### config.mk
export PLATFORM = sky130hd
export DESIGN_NAME = eth_tx_framer
export DESIGN_NICKNAME = d
export VERILOG_FILES = /design/src/rtl/eth_tx_framer.sv
export SDC_FILE = /design/constraint.sdc
export NUM_CORES = 1
export LEC_CHECK = 0
export BUFFER_PORTS_ARGS = -buffer_cell sky130_fd_sc_hd__clkbuf_2
export CELL_PAD_IN_SITES_DETAIL_PLACEMENT = 1
export CELL_PAD_IN_SITES_GLOBAL_PLACEMENT = 2
export CORE_MARGIN = 2
export CORE_UTILIZATION = 36
export CTS_CLUSTER_DIAMETER = 100
export CTS_CLUSTER_SIZE = 8
export DETAILED_ROUTE_END_ITERATION = 16
export GPL_TIMING_DRIVEN = 0
export HOLD_SLACK_MARGIN = 0.15
export PLACE_DENSITY_LB_ADDON = 0.08
export SLEW_MARGIN = 10
export SYNTH_ARGS = -nofsm -noshare
export SYNTH_HDL_FRONTEND = slang
export SYNTH_SLANG_ARGS = --single-unit
### constraint.sdc
create_clock -name clk -period 2.26 [get_ports clk]
set_clock_uncertainty 0.15 [all_clocks]
set_input_delay 0.339 -clock clk [delete_from_list [all_inputs] [get_ports clk]]
set_output_delay 0.339 -clock clk [all_outputs]
set_load 0.01 [all_outputs]
### src/rtl/eth_tx_framer.sv
// eth_tx_framer: byte-wide 802.3 transmit framer (preamble/SFD, optional pad, FCS, inter-frame gap).
// Build option: define ETH_TX_PAD_EN to zero-pad short frames up to P_MIN_FRAME bytes.
//
// state   | meaning
// --------+------------------------------------------------------------
// IDLE    | waiting for i_tx_valid; first 0x55 leaves on the start edge
// PRE     | remaining preamble bytes 0x55
// SFD     | emits 0xD5, reinitialises the CRC
// DATA    | accepted bytes go to the wire and the CRC
// PAD     | zero bytes until the minimum length is reached (ETH_TX_PAD_EN)
// FCS     | four bytes of ~crc, least significant byte first
// IFG     | P_IFG silent byte slots
// DISCARD | after an underrun, drops bytes until the frame's last byte
module eth_tx_framer #(
  parameter int P_MIN_FRAME = 60,
  parameter int P_IFG       = 12,
  parameter int P_PREAMBLE  = 7
) (
  input  logic       clk,
  input  logic       rst_n,
  input  logic       i_ce,
  input  logic [7:0] i_tx_data,
  input  logic       i_tx_valid,
  input  logic       i_tx_last,
  output logic       o_tx_ready,
  output logic [7:0] o_txd,
  output logic       o_tx_en,
  output logic       o_tx_er,
  output logic       o_underrun,
  output logic       o_busy
);

  typedef enum logic [2:0] {
    S_IDLE    = 3'd0,
    S_PRE     = 3'd1,
    S_SFD     = 3'd2,
    S_DATA    = 3'd3,
`ifdef ETH_TX_PAD_EN
    S_PAD     = 3'd4,
`endif
    S_FCS     = 3'd5,
    S_IFG     = 3'd6,
    S_DISCARD = 3'd7
  } state_t;

  localparam logic [7:0]  PRE_LAST = 8'(P_PREAMBLE - 1);
  localparam logic [7:0]  IFG_LAST = 8'(P_IFG - 1);
  localparam logic [31:0] CRC_INIT = 32'hFFFF_FFFF;
  localparam logic [31:0] CRC_POLY = 32'hEDB8_8320;

  state_t      state_q, state_d;
  logic [7:0]  cnt_q, cnt_d;
  logic [31:0] crc_q, crc_d;
  logic [7:0]  txd_q, txd_d;
  logic        en_q, en_d;
  logic        er_q, er_d;
  logic        underrun_q, underrun_d;
  logic [31:0] fcs_w;

`ifdef ETH_TX_PAD_EN
  localparam logic [10:0] MIN_LEN = 11'(P_MIN_FRAME);
  logic [10:0] len_q, len_d;
  logic [10:0] len_inc;
  assign len_inc = (len_q == 11'h7FF) ? len_q : len_q + 11'd1;
`else
  logic unused_min;
  assign unused_min = ^32'(P_MIN_FRAME);
`endif

  // Reflected CRC-32, data bits consumed LSB first.
  function automatic logic [31:0] crc_byte(input logic [31:0] c, input logic [7:0] d);
    logic [31:0] r;
    r = c;
    for (int i = 0; i < 8; i++) begin
      if (r[0] ^ d[i]) r = (r >> 1) ^ CRC_POLY;
      else             r = r >> 1;
    end
    return r;
  endfunction

  assign fcs_w = ~crc_q;

  always_comb begin
    state_d    = state_q;
    cnt_d      = cnt_q;
    crc_d      = crc_q;
    txd_d      = txd_q;
    en_d       = en_q;
    er_d       = er_q;
    underrun_d = 1'b0;
`ifdef ETH_TX_PAD_EN
    len_d      = len_q;
`endif
    if (i_ce) begin
      case (state_q)
        S_IDLE: begin
          txd_d = 8'h00;
          en_d  = 1'b0;
          er_d  = 1'b0;
          if (i_tx_valid) begin
            txd_d   = 8'h55;
            en_d    = 1'b1;
            cnt_d   = 8'd1;
            state_d = (PRE_LAST == 8'd0) ? S_SFD : S_PRE;
          end
        end
        S_PRE: begin
          txd_d = 8'h55;
          en_d  = 1'b1;
          cnt_d = cnt_q + 8'd1;
          if (cnt_q == PRE_LAST) state_d = S_SFD;
        end
        S_SFD: begin
          txd_d   = 8'hD5;
          en_d    = 1'b1;
          crc_d   = CRC_INIT;
          state_d = S_DATA;
`ifdef ETH_TX_PAD_EN
          len_d   = 11'd0;
`endif
        end
        S_DATA: begin
          if (i_tx_valid) begin
            txd_d = i_tx_data;
            crc_d = crc_byte(crc_q, i_tx_data);
`ifdef ETH_TX_PAD_EN
            len_d = len_inc;
`endif
            if (i_tx_last) begin
              cnt_d   = 8'd0;
`ifdef ETH_TX_PAD_EN
              state_d = (len_inc < MIN_LEN) ? S_PAD : S_FCS;
`else
              state_d = S_FCS;
`endif
            end
          end else begin
            // Upstream starved us: poison the frame on the wire and skip the FCS.
            txd_d      = 8'h00;
            en_d       = 1'b1;
            er_d       = 1'b1;
            underrun_d = 1'b1;
            state_d    = S_DISCARD;
          end
        end
`ifdef ETH_TX_PAD_EN
        S_PAD: begin
          txd_d = 8'h00;
          crc_d = crc_byte(crc_q, 8'h00);
          len_d = len_inc;
          if (len_inc >= MIN_LEN) begin
            cnt_d   = 8'd0;
            state_d = S_FCS;
          end
        end
`endif
        S_FCS: begin
          txd_d = fcs_w[{cnt_q[1:0], 3'b000} +: 8];
          en_d  = 1'b1;
          if (cnt_q[1:0] == 2'd3) begin
            cnt_d   = 8'd0;
            state_d = S_IFG;
          end else begin
            cnt_d = cnt_q + 8'd1;
          end
        end
        S_IFG: begin
          txd_d = 8'h00;
          en_d  = 1'b0;
          er_d  = 1'b0;
          if (cnt_q == IFG_LAST) begin
            cnt_d   = 8'd0;
            state_d = S_IDLE;
          end else begin
            cnt_d = cnt_q + 8'd1;
          end
        end
        S_DISCARD: begin
          txd_d = 8'h00;
          en_d  = 1'b0;
          er_d  = 1'b0;
          if (i_tx_valid && i_tx_last) begin
            cnt_d   = 8'd0;
            state_d = S_IFG;
          end
        end
        default: begin
          txd_d   = 8'h00;
          en_d    = 1'b0;
          er_d    = 1'b0;
          cnt_d   = 8'd0;
          state_d = S_IDLE;
        end
      endcase
    end
  end

  always_ff @(posedge clk or negedge rst_n) begin
    if (!rst_n) begin
      state_q    <= S_IDLE;
      cnt_q      <= 8'd0;
      crc_q      <= CRC_INIT;
      txd_q      <= 8'h00;
      en_q       <= 1'b0;
      er_q       <= 1'b0;
      underrun_q <= 1'b0;
    end else begin
      state_q    <= state_d;
      cnt_q      <= cnt_d;
      crc_q      <= crc_d;
      txd_q      <= txd_d;
      en_q       <= en_d;
      er_q       <= er_d;
      underrun_q <= underrun_d;
    end
  end

`ifdef ETH_TX_PAD_EN
  always_ff @(posedge clk or negedge rst_n) begin
    if (!rst_n) len_q <= 11'd0;
    else        len_q <= len_d;
  end
`endif

  assign o_tx_ready = i_ce & ((state_q == S_DATA) | (state_q == S_DISCARD));
  assign o_txd      = txd_q;
  assign o_tx_en    = en_q;
  assign o_tx_er    = er_q;
  assign o_underrun = underrun_q;
  assign o_busy     = (state_q != S_IDLE);

endmodule

==> reports/qor.csv <==
stage,metric,value,unit
detailed_routing,finalWirelength,9.98,mm
status,outcome,completed,
detailed_routing,ant_nets,0,
pwr,p_clk_share,9.1,%
critical_path,crit_required,2.36,ns
synth,synth-edff-count,0,
timing,max_freq,461,MHz
detailed_routing,route.vias.total,2645,
pwr,powerDensity,1720,mW/mm^2
placement,io_buffers,24,
floorplan,die-area,0.0106,sq mm
timing,hold_viol_final,0,
detailed_routing,post-route-drc-count,0,
critical_path,cp.arrival,2.27,ns
timing,tightest_slew,0.599,ns
placement,hpwl,7.17,mm
synth,yosysTopAreaCell,dfstp_2,
clock_tree,cts_made_buffers,5,
synth,synth_cells,336,
pwr,internal-power,4.15,mW
global_routing,grtUsageTotal,20.1,%
global_routing,grt_max_degree,42,
cells_and_area,area_growth,18.2,%
synth,synth_seq_area_share,39.4,%
clock_tree,htree_levels,2,
pwr,p_seq_share,26.9,%
clock_tree,tritoncts,yes,
synth,synth-adder-area-share,1.42,%
cells_and_area,fin_area,0.00417,sq mm
pwr,p_sw_share,42.1,%
timing,hold_ws,0.211,ns
global_routing,grt_pass1_wl,15.9,mm
synth,synth_area,0.00353,sq mm
synth,synth_top_family_by_area,XOR/XNOR gates,
cells_and_area,nFillCells,1107,
clock_tree,clk_latency,0.31,ns
floorplan,die_w,103,microns
detailed_routing,drtIter0Drc,47,
synth,synth_top_area_share,23.8,%
synth,synth.avg_cell_area,10.5,sq um
clock_tree,cts_root_buf,clkbuf_8,
cells_and_area,fin_nets,396,
pwr,p_comb_share,64.0,%
timing,fin_ws,0.0893,ns
global_routing,overflow,0,
synth,yosys.area_share.xor_xnor,23.6,%
critical_path,cp_max_fo,5,
pwr,ir_drop,0.000707,V
cells_and_area,antennaDiodeCount,0,
placement,dp_slack,-0.527,ns
synth,syn_nets,353,
synth,synth_seq_cells,54,
synth,synth_mux_area_share,5.49,%
synth,yosys.area_share.simple,11.4,%
synth,yosys_warnings,0,
pwr,switching_power,3.01,mW
critical_path,endpoint_kind,flop,
clock_tree,cts_max_path_buffers,2,
global_routing,antenna_found_initial,0,
critical_path,critPathLaunchType,flop,
placement,gp_congestion,0.768,
synth,ys.flop_type,dfstp_2,
timing,setup_viol,0,
placement,place_area,0.00385,sq mm
worst_hold_path,hold_path.class,in2reg,
detailed_routing,via_per_inst,5.16,
critical_path,rrSetupSlack,0.09,ns
synth,synth_compound_area_share,16.2,%
synth,synthTopCellsByArea,"dfstp_2 (24%), dfrtp_1 (16%), xnor2_1 (7.7%)",
synth,ys_async_sr_fraction,100,%
timing,period_share,96.0,%
floorplan,rows,36,
floorplan,io-pin-count,26,
timing,relSlewSlack,59.9,%
clock_tree,cts_sinks,54,
timing,slew_violations,0,
run,drv_cap,0,
global_routing,grt_pass1_vias,2773,
clock_tree,clkTransAtPathRegs,0.10,ns
critical_path,path_class,reg2reg,
timing,min_period,2.17,ns
pwr,p_leak,1.67,nW
floorplan,start_util,36.6,%
detailed_routing,wl_per_cell,19.5,microns
cells_and_area,drive_gt1_share,30.8,%
synth,synth.distinct_cells,50,
floorplan,core_area,0.00964,sq mm
detailed_routing,first_pass_iters,4,
floorplan,die_h,103,microns
[power groups by stage]
stage / clock, mW / combinational, mW / sequential (mW)
global placement: 0 / 4.22 / 1.90
global route: 0.715 / 4.99 / 1.99
finish: 0.648 / 4.58 / 1.93
CTS: 0.677 / 4.32 / 1.93
floorplan: 0 / 3.38 / 1.84
detailed placement: 0 / 4.25 / 1.91
[sequential cells by signal, indices dropped and copies added, names as in the netlist]
name,count
cnt_q,8
crc_q,32
o_tx_en,1
o_tx_er,1
o_txd,8
o_underrun,1
state_q,3
[cells by family after synthesis]
group                      Yosys count
muxes                                9
DFF                                 54
adders and majority gates            4
xor gates and xnor gates            69
AOI/OAI and AO/OA                   90
and+or+nand+nor                     86
buffers and inverters               24
[cells in the mapped netlist (all sizes together), types with 3 or more instances]
| cell type | instances |
|---|---|
| nor2 | 46 |
| a21oi | 44 |
| xnor2 | 40 |
| dfstp | 32 |
| xor2 | 23 |
| dfrtp | 22 |
| clkbuf | 15 |
| o21ai | 11 |
| a22o | 10 |
| nand2 | 9 |
| mux4 | 8 |
| nand3 | 7 |
| inv | 6 |
| xnor3 | 6 |
| nand2b | 5 |
| o22a | 5 |
| ha | 4 |
| o2bb2ai | 4 |
| a21o | 3 |
| a31oi | 3 |
| buf | 3 |
| o21a | 3 |
[worst paths after layout]
kind,start,endpoint,depth (start not counted)
hold / removal,i_ce,o_txd[7],2
setup reg to reg,crc_q[0],crc_q[20],6
hold reg to reg,o_txd[3],o_txd[3],1
setup / recovery,crc_q[0],crc_q[20],6
min in group asynchronous,rst_n,o_txd[4],2
max in group asynchronous,rst_n,crc_q[26],3
[final cells by class]
cell class / instances / area (sq um) / area share, %
buffer: 16 / 78.8 / 1.89
clock buffer: 8 / 110 / 2.64
inverter: 6 / 22.5 / 0.540
multi-input combinational: 258 / 2150 / 51.5
sequential: 54 / 1390 / 33.4
tap: 133 / 166 / 3.99
timing repair buffer: 38 / 254 / 6.09
[worst max-delay path, stage by stage, from the launching register on]
cell and delay (ns):
dfstp_2 0.60, xor2_4 0.17, buf_6 0.14, xor2_4 0.22, xnor3_1 0.49, xnor3_1 0.21
a21oi_1 0.13
[cells in the final DEF, fill, tap and decap left out, drive strengths merged, types with 3 or more instances in the layout]
cell type	count
nor2	46
clkbuf	45
a21oi	44
xnor2	40
dfstp	32
xor2	23
dfrtp	22
buf	16
o21ai	11
a22o	10
nand2	9
mux4	8
nand3	7
inv	6
xnor3	6
nand2b	5
o22a	5
o2bb2ai	4
ha	4
a31oi	3
a21o	3
o21a	3
[what timing repair did]
| item | in CTS | in global routing |
|---|---|---|
| endpoints found under the hold margin | 34 | 0 |
| cloned | 0 | 0 |
| hold buffers | 1 | 0 |
| endpoints found under the setup margin | 47 | 32 |
| pin swaps | 1 | 5 |
| setup buffers | 3 | 9 |
| gates resized for setup | 18 | 12 |
[metrics by stage]
step                      setup TNS [ns]  utilization (%)  instances  power (mW)
after floorplan                        0                -        336        5.21
after global placement            -18.76             39.6        493        6.12
after detailed placement          -17.06             39.9        494        6.17
after CTS                              0             41.8        504        6.92
after global routing             -0.0244             43.3        513        7.69
final                                  0             43.3        513        7.16
[metal layers]
metal | track usage (%) | up-vias | routed length (microns)
li1 | - | 1267 | -
met1 | 27.4 | 1352 | 4700
met2 | 35.3 | 20 | 5090
met3 | 2.24 | 6 | 126
met4 | 3.04 | 0 | 68
met5 | 0 | - | 0
No activity file was read; power rests on OpenSTA's default activity.
